[src/rtl/stm32_bus_pkg.sv]
// stm32_bus_pkg: shared op codes, FSM states, bus codes and beat/bit constants for the nibble bus master
package stm32_bus_pkg;
   typedef enum logic [1:0] {
      OP_PARAMS = 2'd0,
      OP_STATUS = 2'd1,
      OP_TXIQ   = 2'd2,
      OP_RXIQ   = 2'd3
   } op_e;
   typedef enum logic [2:0] {
      S_IDLE,
      S_CMD,
      S_WAIT,
      S_WRITE,
      S_READ,
      S_DONE,
      S_GAP
   } state_e;
   localparam logic [3:0] CMD_PARAMS = 4'd1;
   localparam logic [3:0] CMD_STATUS = 4'd2;
   localparam logic [3:0] CMD_TXIQ   = 4'd3;
   localparam logic [3:0] CMD_RXIQ   = 4'd4;
   localparam int PARAM_BEATS = 7;
   localparam int IQ_BEATS    = 8;
   localparam int TX_BIT      = 3;
   localparam int PREAMP_BIT  = 2;
   localparam int OTR_BIT     = 0;
   function automatic logic [3:0] bus_code(input op_e op);
      return op == OP_PARAMS ? CMD_PARAMS :
             op == OP_STATUS ? CMD_STATUS :
             op == OP_TXIQ   ? CMD_TXIQ   : CMD_RXIQ;
   endfunction
endpackage

[src/rtl/stm32_bus_master_if.sv]
// stm32_bus_master_if: command/response handshake plus nibble bus signals
//   master modport: bus master view (drives cmd_ready, BUS_*, rsp_*, busy)
//   slave modport : command source / responder view
interface stm32_bus_master_if;
   logic        cmd_valid;
   logic        cmd_ready;
   logic [1:0]  cmd_op;
   logic        cmd_preamp;
   logic        cmd_tx;
   logic [21:0] cmd_freq;
   logic [15:0] cmd_tx_i;
   logic [15:0] cmd_tx_q;
   logic [3:0]  BUS_DATA_OUT;
   logic        BUS_SYNC;
   logic [3:0]  BUS_DATA_IN;
   logic        rsp_valid;
   logic [1:0]  rsp_op;
   logic        rsp_adc_otr;
   logic [15:0] rsp_rx_i;
   logic [15:0] rsp_rx_q;
   logic        busy;
   modport master (
      input  cmd_valid, cmd_op, cmd_preamp, cmd_tx, cmd_freq, cmd_tx_i, cmd_tx_q, BUS_DATA_IN,
      output cmd_ready, BUS_DATA_OUT, BUS_SYNC, rsp_valid, rsp_op, rsp_adc_otr, rsp_rx_i, rsp_rx_q, busy
   );
   modport slave (
      output cmd_valid, cmd_op, cmd_preamp, cmd_tx, cmd_freq, cmd_tx_i, cmd_tx_q, BUS_DATA_IN,
      input  cmd_ready, BUS_DATA_OUT, BUS_SYNC, rsp_valid, rsp_op, rsp_adc_otr, rsp_rx_i, rsp_rx_q, busy
   );
endinterface

[src/rtl/stm32_nibble_shifter.sv]
// stm32_nibble_shifter: 32-bit MSB-first nibble shift register
//   i_load/i_load_val : parallel load
//   i_shift_out       : shift left one nibble, o_nib is the nibble leaving
//   i_shift_in/i_nib  : shift left one nibble, i_nib enters at the bottom
//   o_shifted_in      : register value after a shift-in with the current i_nib
module stm32_nibble_shifter (
   input  logic        clk_in,
   input  logic        reset,
   input  logic        i_load,
   input  logic [31:0] i_load_val,
   input  logic        i_shift_out,
   input  logic        i_shift_in,
   input  logic [3:0]  i_nib,
   output logic [3:0]  o_nib,
   output logic [31:0] o_shifted_in
);
   logic [31:0] r_sh;
   assign o_nib        = r_sh[31:28];
   assign o_shifted_in = {r_sh[27:0], i_nib};
   always_ff @(posedge clk_in) begin
      if (reset) r_sh <= '0;
      else if (i_load) r_sh <= i_load_val;
      else if (i_shift_out) r_sh <= {r_sh[27:0], 4'h0};
      else if (i_shift_in) r_sh <= o_shifted_in;
   end
endmodule

[src/rtl/stm32_bus_master.sv]
// stm32_bus_master: initiator for the 4-bit nibble bus (command beat, write serialisation, read sampling)
//   clk_in, reset : clock and synchronous active-high reset
//   bus           : command handshake, nibble bus and response signals (master modport)
//   RD_LAT        : beats from command beat to first read sample (1..4)
//   IDLE_GAP      : sync-low gap cycles after each transaction (0..15)
module stm32_bus_master
   import stm32_bus_pkg::*;
#(
   parameter int RD_LAT   = 2,
   parameter int IDLE_GAP = 0
) (
   input logic                 clk_in,
   input logic                 reset,
   stm32_bus_master_if.master  bus
);
   localparam logic [3:0] RD_LAT_B = 4'(RD_LAT);
   localparam logic [3:0] GAP_B    = 4'(IDLE_GAP);
   state_e      r_state, w_state;
   logic [3:0]  r_beat, r_gap;
   op_e         r_op, w_cmd_op;
   logic        r_ready, r_sync, r_rv, r_otr, r_busy;
   logic [3:0]  r_dout, w_flags, w_nib;
   logic [1:0]  r_rop;
   logic [15:0] r_rxi, r_rxq;
   logic [31:0] w_load_val, w_shin;
   logic        w_accept, w_read_op, w_last_wr, w_last_rd;
   assign w_cmd_op  = op_e'(bus.cmd_op);
   assign w_accept  = bus.cmd_valid & r_ready;
   assign w_read_op = r_op == OP_STATUS || r_op == OP_RXIQ;
   assign w_last_wr = r_beat == (r_op == OP_PARAMS ? 4'(PARAM_BEATS) : 4'(IQ_BEATS));
   assign w_last_rd = r_beat == (r_op == OP_STATUS ? RD_LAT_B : RD_LAT_B + 4'(IQ_BEATS - 1));
   always_comb begin
      w_flags             = 4'h0;
      w_flags[TX_BIT]     = bus.cmd_tx;
      w_flags[PREAMP_BIT] = bus.cmd_preamp;
      w_load_val = w_cmd_op == OP_TXIQ ? {bus.cmd_tx_q, bus.cmd_tx_i}
                                       : {w_flags, 2'b00, bus.cmd_freq, 4'h0};
   end
   stm32_nibble_shifter u_sh (
      .clk_in       (clk_in),
      .reset        (reset),
      .i_load       (w_accept),
      .i_load_val   (w_load_val),
      .i_shift_out  (w_state == S_WRITE),
      .i_shift_in   (r_state == S_READ),
      .i_nib        (bus.BUS_DATA_IN),
      .o_nib        (w_nib),
      .o_shifted_in (w_shin)
   );
   // CMD and WAIT share one rule: the read phase starts once the next beat is RD_LAT
   always_comb begin
      w_state = r_state;
      case (r_state)
         S_IDLE:         w_state = w_accept ? S_CMD : S_IDLE;
         S_CMD, S_WAIT:  w_state = !w_read_op ? S_WRITE : r_beat == RD_LAT_B - 4'd1 ? S_READ : S_WAIT;
         S_WRITE:        w_state = w_last_wr ? S_DONE : S_WRITE;
         S_READ:         w_state = w_last_rd ? S_DONE : S_READ;
         S_DONE:         w_state = w_accept ? S_CMD : IDLE_GAP > 0 ? S_GAP : S_IDLE;
         S_GAP:          w_state = r_gap == GAP_B - 4'd1 ? S_IDLE : S_GAP;
         default:        w_state = S_IDLE;
      endcase
   end
   // outputs are registered from the next state so they line up with the state they describe
   always_ff @(posedge clk_in) begin
      if (reset) begin
         r_state <= S_IDLE;
         r_beat  <= 4'd0;
         r_gap   <= 4'd0;
         r_op    <= OP_PARAMS;
         r_ready <= 1'b1;
         r_sync  <= 1'b0;
         r_dout  <= 4'h0;
         r_rv    <= 1'b0;
         r_rop   <= 2'd0;
         r_otr   <= 1'b0;
         r_rxi   <= '0;
         r_rxq   <= '0;
         r_busy  <= 1'b0;
      end else begin
         r_state <= w_state;
         r_beat  <= w_state inside {S_WAIT, S_WRITE, S_READ} ? r_beat + 4'd1 : 4'd0;
         r_gap   <= r_state == S_GAP ? r_gap + 4'd1 : 4'd0;
         if (w_accept) r_op <= w_cmd_op;
         r_ready <= w_state == S_IDLE || (w_state == S_DONE && IDLE_GAP == 0);
         r_sync  <= w_state == S_CMD;
         r_dout  <= w_state == S_CMD ? bus_code(w_cmd_op) : w_state == S_WRITE ? w_nib : 4'h0;
         r_rv    <= w_state == S_DONE;
         r_busy  <= w_state != S_IDLE;
         if (w_state == S_DONE) begin
            r_rop <= r_op;
            if (r_op == OP_STATUS) r_otr <= bus.BUS_DATA_IN[OTR_BIT];
            if (r_op == OP_RXIQ) {r_rxq, r_rxi} <= w_shin;
         end
      end
   end
   assign bus.cmd_ready    = r_ready;
   assign bus.BUS_SYNC     = r_sync;
   assign bus.BUS_DATA_OUT = r_dout;
   assign bus.rsp_valid    = r_rv;
   assign bus.rsp_op       = r_rop;
   assign bus.rsp_adc_otr  = r_otr;
   assign bus.rsp_rx_i     = r_rxi;
   assign bus.rsp_rx_q     = r_rxq;
   assign bus.busy         = r_busy;
endmodule
[src/flat_wrapper.sv]
// flat-port wrapper written by rule: the top's interface ports become plain ports
module stm32_bus_master_flat import stm32_bus_pkg::*;
#(
   parameter int RD_LAT   = 2,
   parameter int IDLE_GAP = 0
)
  (clk_in, reset, bus_cmd_valid, bus_cmd_op, bus_cmd_preamp, bus_cmd_tx, bus_cmd_freq, bus_cmd_tx_i, bus_cmd_tx_q, bus_BUS_DATA_IN, bus_cmd_ready, bus_BUS_DATA_OUT, bus_BUS_SYNC, bus_rsp_valid, bus_rsp_op, bus_rsp_adc_otr, bus_rsp_rx_i, bus_rsp_rx_q, bus_busy);
  stm32_bus_master_if bus_i ();
  input logic clk_in;
  input logic reset;
  input wire logic [$bits(bus_i.cmd_valid)-1:0] bus_cmd_valid;
  input wire logic [$bits(bus_i.cmd_op)-1:0] bus_cmd_op;
  input wire logic [$bits(bus_i.cmd_preamp)-1:0] bus_cmd_preamp;
  input wire logic [$bits(bus_i.cmd_tx)-1:0] bus_cmd_tx;
  input wire logic [$bits(bus_i.cmd_freq)-1:0] bus_cmd_freq;
  input wire logic [$bits(bus_i.cmd_tx_i)-1:0] bus_cmd_tx_i;
  input wire logic [$bits(bus_i.cmd_tx_q)-1:0] bus_cmd_tx_q;
  input wire logic [$bits(bus_i.BUS_DATA_IN)-1:0] bus_BUS_DATA_IN;
  output wire logic [$bits(bus_i.cmd_ready)-1:0] bus_cmd_ready;
  output wire logic [$bits(bus_i.BUS_DATA_OUT)-1:0] bus_BUS_DATA_OUT;
  output wire logic [$bits(bus_i.BUS_SYNC)-1:0] bus_BUS_SYNC;
  output wire logic [$bits(bus_i.rsp_valid)-1:0] bus_rsp_valid;
  output wire logic [$bits(bus_i.rsp_op)-1:0] bus_rsp_op;
  output wire logic [$bits(bus_i.rsp_adc_otr)-1:0] bus_rsp_adc_otr;
  output wire logic [$bits(bus_i.rsp_rx_i)-1:0] bus_rsp_rx_i;
  output wire logic [$bits(bus_i.rsp_rx_q)-1:0] bus_rsp_rx_q;
  output wire logic [$bits(bus_i.busy)-1:0] bus_busy;
  assign bus_i.cmd_valid = bus_cmd_valid;
  assign bus_i.cmd_op = bus_cmd_op;
  assign bus_i.cmd_preamp = bus_cmd_preamp;
  assign bus_i.cmd_tx = bus_cmd_tx;
  assign bus_i.cmd_freq = bus_cmd_freq;
  assign bus_i.cmd_tx_i = bus_cmd_tx_i;
  assign bus_i.cmd_tx_q = bus_cmd_tx_q;
  assign bus_i.BUS_DATA_IN = bus_BUS_DATA_IN;
  assign bus_cmd_ready = bus_i.cmd_ready;
  assign bus_BUS_DATA_OUT = bus_i.BUS_DATA_OUT;
  assign bus_BUS_SYNC = bus_i.BUS_SYNC;
  assign bus_rsp_valid = bus_i.rsp_valid;
  assign bus_rsp_op = bus_i.rsp_op;
  assign bus_rsp_adc_otr = bus_i.rsp_adc_otr;
  assign bus_rsp_rx_i = bus_i.rsp_rx_i;
  assign bus_rsp_rx_q = bus_i.rsp_rx_q;
  assign bus_busy = bus_i.busy;
  stm32_bus_master #(.RD_LAT(RD_LAT), .IDLE_GAP(IDLE_GAP)) u_core (.clk_in(clk_in), .reset(reset), .bus(bus_i));
endmodule
[config.mk]
export PLATFORM = sky130hd
export DESIGN_NAME = stm32_bus_master_flat
export DESIGN_NICKNAME = d
export VERILOG_FILES = /design/src/rtl/stm32_bus_pkg.sv /design/src/rtl/stm32_bus_master_if.sv /design/src/rtl/stm32_nibble_shifter.sv /design/src/rtl/stm32_bus_master.sv /design/src/flat_wrapper.sv
export SDC_FILE = /design/constraint.sdc
export NUM_CORES = 1
export LEC_CHECK = 0
export ABC_AREA = 1
export ABC_CLOCK_PERIOD_IN_PS = 1950
export CAP_MARGIN = 0
export CELL_PAD_IN_SITES_DETAIL_PLACEMENT = 0
export CELL_PAD_IN_SITES_GLOBAL_PLACEMENT = 2
export CORE_MARGIN = 10
export CORE_UTILIZATION = 25
export CTS_CLUSTER_DIAMETER = 150
export CTS_CLUSTER_SIZE = 8
export DETAILED_ROUTE_END_ITERATION = 12
export GPL_TIMING_DRIVEN = 0
export PLACE_DENSITY = 0.78
export SLEW_MARGIN = 10
export SYNTH_ARGS = -nofsm -noshare
export SYNTH_HDL_FRONTEND = slang
export SYNTH_SLANG_ARGS = --single-unit
[constraint.sdc]
create_clock -name clk_in -period 1.95 [get_ports clk_in]
set_input_delay 0.585 -clock clk_in [delete_from_list [all_inputs] [get_ports clk_in]]
set_output_delay 0.585 -clock clk_in [all_outputs]
set_load 0.005 [all_outputs]
-- Yosys cells after proc, flatten, opt, wreduce, memory -nomap -nowiden
Cells that the tools add are included.
- muxes and demuxes: 18
- reduce and logical (&&, ||, !) cells: 15
- equality and inequality tests: 19
- bitwise gates (word level): 3
- add/subtract/negate cells: 2
- operators by type and width (operator ; number):
    $mux 32 ; 4
    $mux 4 ; 6
    $eq 3x3->1 const B ; 5
    $mux 3 ; 5
    $pmux 3 s5 ; 1
    $eq 3x2->1 const B ; 4
    $reduce_bool 3->1 ; 3
    $add 4x1->4 const B ; 2
    $eq 4x4->1 ; 2
    $reduce_or 2->1 ; 4
    $eq 3x1->1 const B ; 2
    $logic_not 3->1 ; 2
    $eq 2x1->1 const B ; 2
    $eq 2x2->1 const B ; 2
    $eq 4x1->1 const B ; 1
    $eq 4x4->1 const B ; 1
    $logic_not 2->1 ; 2
    $reduce_and 2->1 ; 2
    $logic_or 1x1->1 ; 2
    $mux 1 ; 2
    $not 1->1 ; 2
    $and 1x1->1 ; 1
- flip-flop bits (word level): 88
- input port bits: 65
- output and inout bits: 43

-- Logic depth before layout (Yosys ltp)
Gate-level depths: netlist of the first run.
- depth after elaboration: 9
- mapped depth: 14

-- Hierarchy
Synthesis of the first run repeated with hierarchy kept, for this count alone.
- cell total of the unflattened synthesis: 804
- area total of the unflattened synthesis: 5175.0 um^2
- modules (own cells, without submodules) (module ; cells each ; sequential area each (um^2) ; area each (um^2) ; instances):
    stm32_bus_master ; 487 ; 1121.1 ; 3228.1 ; 1
    stm32_nibble_shifter ; 317 ; 640.6 ; 1946.9 ; 1

-- Worst setup path before layout of the first run
OpenSTA, ideal clock, no wires.
- path type: input -> register
- from: in bus_cmd_valid
- to: reg u_core.r_rxi[10] (netlist: u_core.bus.rsp_rx_i[10])
- setup time: 0.113 ns
- arrival time: 1.682 ns
- path slack: 0.155 ns
- buffers on the path: 1
- stages on the path: 10
- cell sequence: nand2_1 -> a21oi_1 -> nand2_1 -> nand3_1 -> nor2_1 -> nor2_4 -> nand3_4 -> buf_2 -> nor2_1 -> nor2_1
- cells in the longest elaborated chain, start to end: 5
- ends and longest elaborated chain (what ; RTL line ; RTL):
    start: declaration ; flat_wrapper.sv:11 ; input wire logic [$bits(bus_i.cmd_valid)-1:0] bus_cmd_valid;
    $and 1x1->1 ; stm32_bus_master.sv:28 ; assign w_accept = bus.cmd_valid & r_ready;
    $mux 1 ; stm32_bus_master.sv:54, stm32_bus_master.sv:58 ;
    $pmux 3 s5 ; stm32_bus_master.sv:53 ; case (r_state)
    $eq 3x3->1 ; stm32_bus_master.sv:89 ; if (w_state == S_DONE) begin
    $reduce_and 2->1 (no line) ; - ;
    end signal: assignment ; stm32_bus_master.sv:92 ; if (r_op == OP_RXIQ) {r_rxq, r_rxi} <= w_shin;
    end: declaration ; stm32_bus_master.sv:24 ; logic [15:0] r_rxi, r_rxq;
No other way between the ends.
A chain may end at the register's enable or synchronous reset.

-- Worst setup path in the final report of the first run
- from: reg u_core.r_gap[1]
- to: reg u_core.r_rxi[14] (netlist: u_core.bus.rsp_rx_i[14])
- cells in the longest elaborated chain, start to end: 5
- ends and longest elaborated chain (what ; RTL line ; RTL):
    start: declaration ; stm32_bus_master.sv:19 ; logic [3:0] r_beat, r_gap;
    start signal: assignment ; stm32_bus_master.sv:82 ; r_gap <= r_state == S_GAP ? r_gap + 4'd1 : 4'd0;
    $eq 4x4->1 ; stm32_bus_master.sv:59 ; S_GAP: w_state = r_gap == GAP_B - 4'd1 ? S_IDLE : S_GAP;
    $mux 3 ; stm32_bus_master.sv:59 ;
    $pmux 3 s5 ; stm32_bus_master.sv:53 ;
    $eq 3x3->1 ; stm32_bus_master.sv:89 ;
    $reduce_and 2->1 (no line) ; - ;
No other way between the ends.

==> impl_metrics.py, run 1 <==
metrics = {
    "outcome": {
        "outcome": "completed",
    },
    "synthesis": {
        "syn_nets": 730,
        "seq_area_frac_synth_pct": 41.9,
        "netlist.area_leader.share_pct": 41.9,
        "syn-cell-area_um2": 4200,
        "ys_warn_count": 0,
        "ys_seq_elements": 88,
        "postSynthCellCount": 659,
        "synthDistinctLibCells": 27,
        "synthTopCellsByArea": "dfxtp_1, nand2_1, nor2_1",
        "avgSynthCellArea_um2": 6.38,
        "synth.largest_area_cell": "dfxtp_1",
    },
    "global_route": {
        "overflow": 0,
        "grt.total_usage_pct": 13.8,
        "grtUsageMet1_pct": 17.3,
        "grt_pass1_wl_mm": 23.7,
        "top_usage_layer": "met2",
        "gr-usage-met3_pct": 4.17,
        "grt_max_degree": 14,
        "grt_pass1_vias": 4371,
        "antenna_found_initial": 0,
        "grt_util_met2_pct": 22.0,
    },
    "final_layout": {
        "drive_above_1_share_pct": 18.6,
        "antenna_cells": 0,
        "fin_nets": 874,
        "fill_cells": 1714,
        "syn2layout_area_growth_pct": 56.9,
        "fin_cells": 1027,
    },
    "floorplan": {
        "die_x_um": 150,
        "pin_count": 108,
        "rows": 47,
        "start_util_pct": 25.4,
        "die_y_um": 150,
        "die_area_um2": 22400,
        "coreArea_um2": 16500,
    },
    "sta": {
        "fin_setup_tns_ns": 0,
        "setup_violations": 0,
        "maxSlewHeadroom_pct": 49.5,
        "tightestPinTransition_ns": 0.758,
        "final_hold_viol_count": 0,
        "fmax_mhz": 521,
        "min_period_ns": 1.92,
        "period_share_pct": 98.5,
        "rsz0062_at_grt": "yes",
        "fin_worst_skew_ns": 0.00885,
        "slew_viol_final": 0,
    },
    "worst_setup_path": {
        "start_kind": "register",
        "arrival_ns": 2.21,
        "cp_common_cell": "nand2_2",
        "cp_slowest_cell": "dfxtp_2",
        "crit_path_end_kind": "register",
        "cp_top_family": "simple AND/OR/NAND/NOR gates",
        "path_cells": "ha_4 -> nand2_2 -> inv_2 -> nand2_2 -> nand2_2 -> o21a_1 -> nand2_4 -> nor2_4 -> buf_6 -> nand3_4 -> clkbuf_16 -> nand2_4 -> nand2_2 -> nor2_1",
        "required_ns": 2.24,
        "worstSetupPathType": "reg -> reg",
        "max_stage_delay_ns": 0.36,
        "path_buf_inv": 3,
        "worst-path-max-fanout": 5,
    },
    "place": {
        "gp_congestion": 0.809,
        "port_buffers": 107,
        "place_hpwl_mm": 11.4,
        "dp_cells": 986,
    },
    "detailed_routing": {
        "dr.pass1.iters": 4,
        "drc": 0,
        "avgViaCountPerCell": 4.33,
        "wl_mm": 15.6,
        "vias": 4447,
        "ant_nets": 0,
        "drt-initial-drc-count": 220,
        "wl_per_cell_um": 15.2,
    },
    "clock_tree": {
        "clk_pin_slew_worst_paths_ns": 0.07,
        "cts-buffers-inserted": 9,
        "cts.sinks": 88,
        "clk-insertion-delay-late_ns": 0.35,
        "clockBufferDepth": 2,
        "h-tree-depth": 3,
        "root_buffer": "clkbuf_16",
        "cts_tree": "built",
        "cts_hold_buf": 0,
    },
    "flow_run": {
        "cap_violations": 0,
    },
    "power": {
        "leakage_nw": 2.98,
        "peakVddDrop_v": 0.000621,
        "power_density_nw_per_um2": 1130,
    },
    "hold_path": {
        "holdCritPathClass": "reg -> reg",
    },
}
cell usage in the layout (no fill, tap or decap), types with 4 or more instances in the layout:
cell type	count
nand3_1	37
a21oi_1	10
buf_8	6
a22oi_1	4
nand2_2	18
or2_2	5
buf_6	8
nor2_4	8
o21ai_2	10
nand3_4	4
clkdlybuf4s50_1	104
inv_1	57
dfxtp_1	81
nand2_1	187
clkbuf_16	13
buf_4	17
inv_2	8
dfxtp_4	4
clkbuf_1	11
nor2_1	119
nand2_4	6
nor2_2	16
o21ai_0	31
routing by layer:
metal	vias up	routed length, um	part of all wire [%]
met5	-	0	0
met4	0	202	1.3
met3	13	936	6.0
met2	99	7370	47
met1	2028	7120	46
li1	2307	-	-
cell usage after synthesis, drive strengths merged:
library cell  instances
nand2               212
nor2                143
dfxtp                88
inv                  68
o21ai                44
nand3                40
clkbuf               16
buf                  15
a21oi                11
ha                    6
or2                   5
a22oi                 4
nand4                 2
clkinv                1
nor3                  1
o21a                  1
xnor2                 1
xor2                  1
where the power goes:
| part | internal [W] | switching, W |
|---|---|---|
| clock | 0.00102 | 0.000735 |
| combinational | 0.00140 | 0.00176 |
| sequential | 0.00217 | 0.000363 |
| total | 0.00458 | 0.00286 |
sequential cells by signal, indices dropped and copies added, names as in the netlist, 2 cells and up:
signal	cells
u_core.u_sh.r_sh	32
u_core.bus.rsp_rx_q	16
u_core.bus.rsp_op	2
u_core.bus.BUS_DATA_OUT	4
u_core.r_gap	4
u_core.r_state	3
u_core.r_op	2
u_core.r_beat	4
u_core.bus.rsp_rx_i	16
area by class of cell:
| type | instances | area [um2] | area share, % |
|---|---|---|---|
| buffer | 27 | 216 | 3.28 |
| clock buffer | 11 | 243 | 3.68 |
| clock inverter | 4 | 45.0 | 0.683 |
| inverter | 69 | 267 | 4.04 |
| multi-input combinational | 472 | 2340 | 35.5 |
| sequential | 88 | 1780 | 27.0 |
| tap | 220 | 275 | 4.17 |
| timing repair buffer | 136 | 1430 | 21.7 |
kinds of logic after synthesis:
kind of cell	after synthesis	synth area share, %
DFF	88	41.9
and+or+nand+nor	403	38.7
adders and majority gates	6	1.79
xor gates and xnor gates	2	0.417
AOI/OAI and AO/OA	60	7.44
buffers and inverters	100	9.73
worst register-to-register path: stages (launching register included):
cell and delay, ns:
dfxtp_2 0.36, ha_4 0.15, nand2_2 0.05, inv_2 0.06, nand2_2 0.04, nand2_2 0.07
o21a_1 0.18, nand2_4 0.08, nor2_4 0.15, buf_6 0.13, nand3_4 0.16, clkbuf_16 0.23
nand2_4 0.05, nand2_2 0.04, nor2_1 0.12
final timing paths:
| path | startpoint | endpoint | slack, ns | cells past startpoint |
|---|---|---|---|---|
| setup reg to reg | u_core.r_gap[1] | u_core.bus.rsp_rx_i[14] | 0.03 | 14 |
| hold / removal | u_core.bus.rsp_op[0] | u_core.bus.rsp_op[0] | 0.47 | 2 |
| setup / recovery | u_core.r_gap[1] | u_core.bus.rsp_rx_i[14] | 0.03 | 14 |
| hold reg to reg | u_core.bus.rsp_op[0] | u_core.bus.rsp_op[0] | 0.47 | 2 |
through the flow:
step           utilization [%]  setup WS (ns)  area [um2]  power (W)  hold slack [ns]
3_5_place_dp              33.6          -1.15        5550    0.00484            0.447
4_1_cts                   36.8        -0.0113        6080    0.00678            0.471
6_report                  39.9         0.0291        6600    0.00744            0.467
2_1_floorplan                -          0.155        4200    0.00399            0.418
5_1_grt                   39.9         -0.144        6600    0.00800            0.500
3_3_place_gp              33.6          -1.16        5550    0.00483            0.431
repair_timing:
action / CTS / global route
pin swaps: 7 / 19
gates cloned: 3 / 4
endpoints found under the setup margin: 72 / 70
resized for setup: 43 / 118
buffers inserted: 9 / 14
(Power assumes the default switching activity.)
==> inputs of run 2 (changes only) <==
- CORE_UTILIZATION: 25 -> 26
- CTS_BUF_LIST: unset -> sky130_fd_sc_hd__clkbuf_8
- CTS_CLUSTER_SIZE: 8 -> 25
- PLACE_DENSITY: 0.78 -> 0.81
==> impl_metrics.py, run 2 (synthesis gave the netlist of run 1 again) <==
metrics = {
    "sta": {
        "maxSlewHeadroom_pct": 58.7,
        "period_share_pct": 96.4,
        "slew_viol_final": 0,
        "fmax_mhz": 532,
        "fin_setup_tns_ns": 0,
        "setup_violations": 0,
        "rsz0062_at_grt": "yes",
        "fin_worst_skew_ns": 0.0122,
        "final_hold_viol_count": 0,
        "tightestPinTransition_ns": 0.620,
        "min_period_ns": 1.88,
    },
    "power": {
        "p_clk_share_pct": 21.1,
        "p_int_w": 0.00384,
        "power.total_w": 0.00641,
        "leakage_nw": 2.85,
        "switching_share_pct": 40.0,
        "pwr-share-comb_pct": 40.3,
        "power_density_nw_per_um2": 1030,
        "p_sw_w": 0.00256,
        "peakVddDrop_v": 0.000462,
        "seq_power_share_pct": 38.6,
    },
    "detailed_routing": {
        "ant_nets": 0,
        "wl_per_cell_um": 14.5,
        "vias": 4343,
        "dr.pass1.iters": 5,
        "avgViaCountPerCell": 4.27,
        "wl_mm": 14.8,
        "drt-initial-drc-count": 225,
        "drc": 0,
    },
    "worst_setup_path": {
        "worst-path-max-fanout": 2,
        "path_buf_inv": 1,
        "path_cells": "clkdlybuf4s50_1",
        "start_kind": "register",
        "arrival_ns": 1.29,
        "required_ns": 1.36,
        "max_stage_delay_ns": 0.53,
        "cp_slowest_cell": "clkdlybuf4s50_1",
        "cp_top_family": "buffers and inverters",
        "critPathLaunch": "u_core.bus.rsp_rx_q[15]",
        "worst-r2r-setup-slack_ns": 0.08,
        "crit_path_end_kind": "output port",
        "reg2reg_from": "u_core.r_beat[1]",
        "worstSetupPathType": "reg -> out",
    },
    "final_layout": {
        "final_util_pct": 39.2,
        "fin_cells": 1016,
        "fin_nets": 866,
        "final_cell_area_um2": 6220,
        "antenna_cells": 0,
        "drive_above_1_share_pct": 15.5,
        "final_cell_mix": "nand2_1, nor2_1, clkdlybuf4s50_1, dfxtp_1, inv_1",
        "syn2layout_area_growth_pct": 48.0,
        "largest_register_ff_count": 32,
        "final_common_cell": "nand2_1",
        "largest-register": "u_core.u_sh.r_sh",
    },
    "place": {
        "gp_congestion": 0.815,
        "place_hpwl_mm": 11.2,
        "dp_cells": 982,
        "place_area_um2": 5540,
        "port_buffers": 107,
    },
    "clock_tree": {
        "root_buffer": "clkbuf_8",
        "clk_pin_slew_worst_paths_ns": 0.09,
        "cts-buffers-inserted": 9,
        "h-tree-depth": 3,
        "clk-insertion-delay-late_ns": 0.38,
        "cts.sinks": 88,
        "cts_tree": "built",
        "clockBufferDepth": 2,
    },
    "flow_run": {
        "cap_violations": 0,
    },
    "floorplan": {
        "die_y_um": 147,
        "start_util_pct": 26.5,
        "die_area_um2": 21700,
        "pin_count": 108,
        "coreArea_um2": 15900,
        "die_x_um": 147,
        "rows": 46,
    },
    "global_route": {
        "grt_pass1_vias": 4392,
        "grt_pass1_wl_mm": 23.2,
        "grt_max_degree": 15,
        "grt.total_usage_pct": 13.6,
        "overflow": 0,
        "antenna_found_initial": 0,
    },
    "outcome": {
        "outcome": "completed",
    },
    "hold_path": {
        "min-delay-start": "u_core.r_gap[0]",
        "holdCritPathClass": "reg -> reg",
    },
}
run 2: changes by cell type in the layout (fill, tap and decap cells not counted), sizes merged:
cell	previous run	this run
clkinvlp	0	2
clkinv	4	3
dlymetal6s2s	0	1
dlygate4sd2	3	2
buf	37	29
run 2: final cells by class:
cell class,count,area [um2]
Fill cell,1754,9670
Buffer,30,225
Inverter,69,264
Tap cell,216,270
Multi-Input combinational cell,472,2200
Sequential cell,88,1780
Timing Repair Buffer,125,1270
Clock inverter,5,55.1
Clock buffer,11,151
run 2: final timing paths:
path                            cells after the start                     end
worst max-delay path                                1        bus_rsp_rx_q[15]
worst min-delay path                                1         u_core.r_gap[0]
worst max register to register                     12  u_core.bus.rsp_rx_q[1]
worst min register to register                      1         u_core.r_gap[0]
run 2: per-layer routing:
metal	global-route usage, %	part of all wire, %	vias up
li1	-	-	2283
met1	16.7	46	1943
met2	22.2	47	106
met3	4.58	6.4	11
met4	3.47	0.91	0
met5	0	0	-
run 2: what timing repair did:
item / in CTS / in global routing
pin swaps: 7 / 8
hold buffers: 0 / 0
resized for setup: 48 / 56
setup buffers: 13 / 2
cloned: 4 / 0
endpoints found under the setup margin: 67 / 70
run 2: power by group through the flow:
stage | sequential [W] | clock, W | combinational (W)
after floorplan | 0.00237 | 0 | 0.00162
after global placement | 0.00247 | 0 | 0.00233
after detailed placement | 0.00247 | 0 | 0.00235
after CTS | 0.00245 | 0.00139 | 0.00254
after global routing | 0.00253 | 0.00147 | 0.00293
final | 0.00247 | 0.00135 | 0.00258
run 2: stage by stage:
step	hold WS (ns)	setup slack [ns]
after floorplan	0.418	0.155
after global placement	0.429	-1.09
after detailed placement	0.439	-1.15
after CTS	0.420	0.00128
after global routing	0.471	-0.0610
final	0.444	0.0704
==> inputs of run 3 (changes only) <==
- HOLD_SLACK_MARGIN: unset -> 0.05
==> results of run 3 <==
Same layout as run 2: the final DEF is identical, and so are final timing and power.
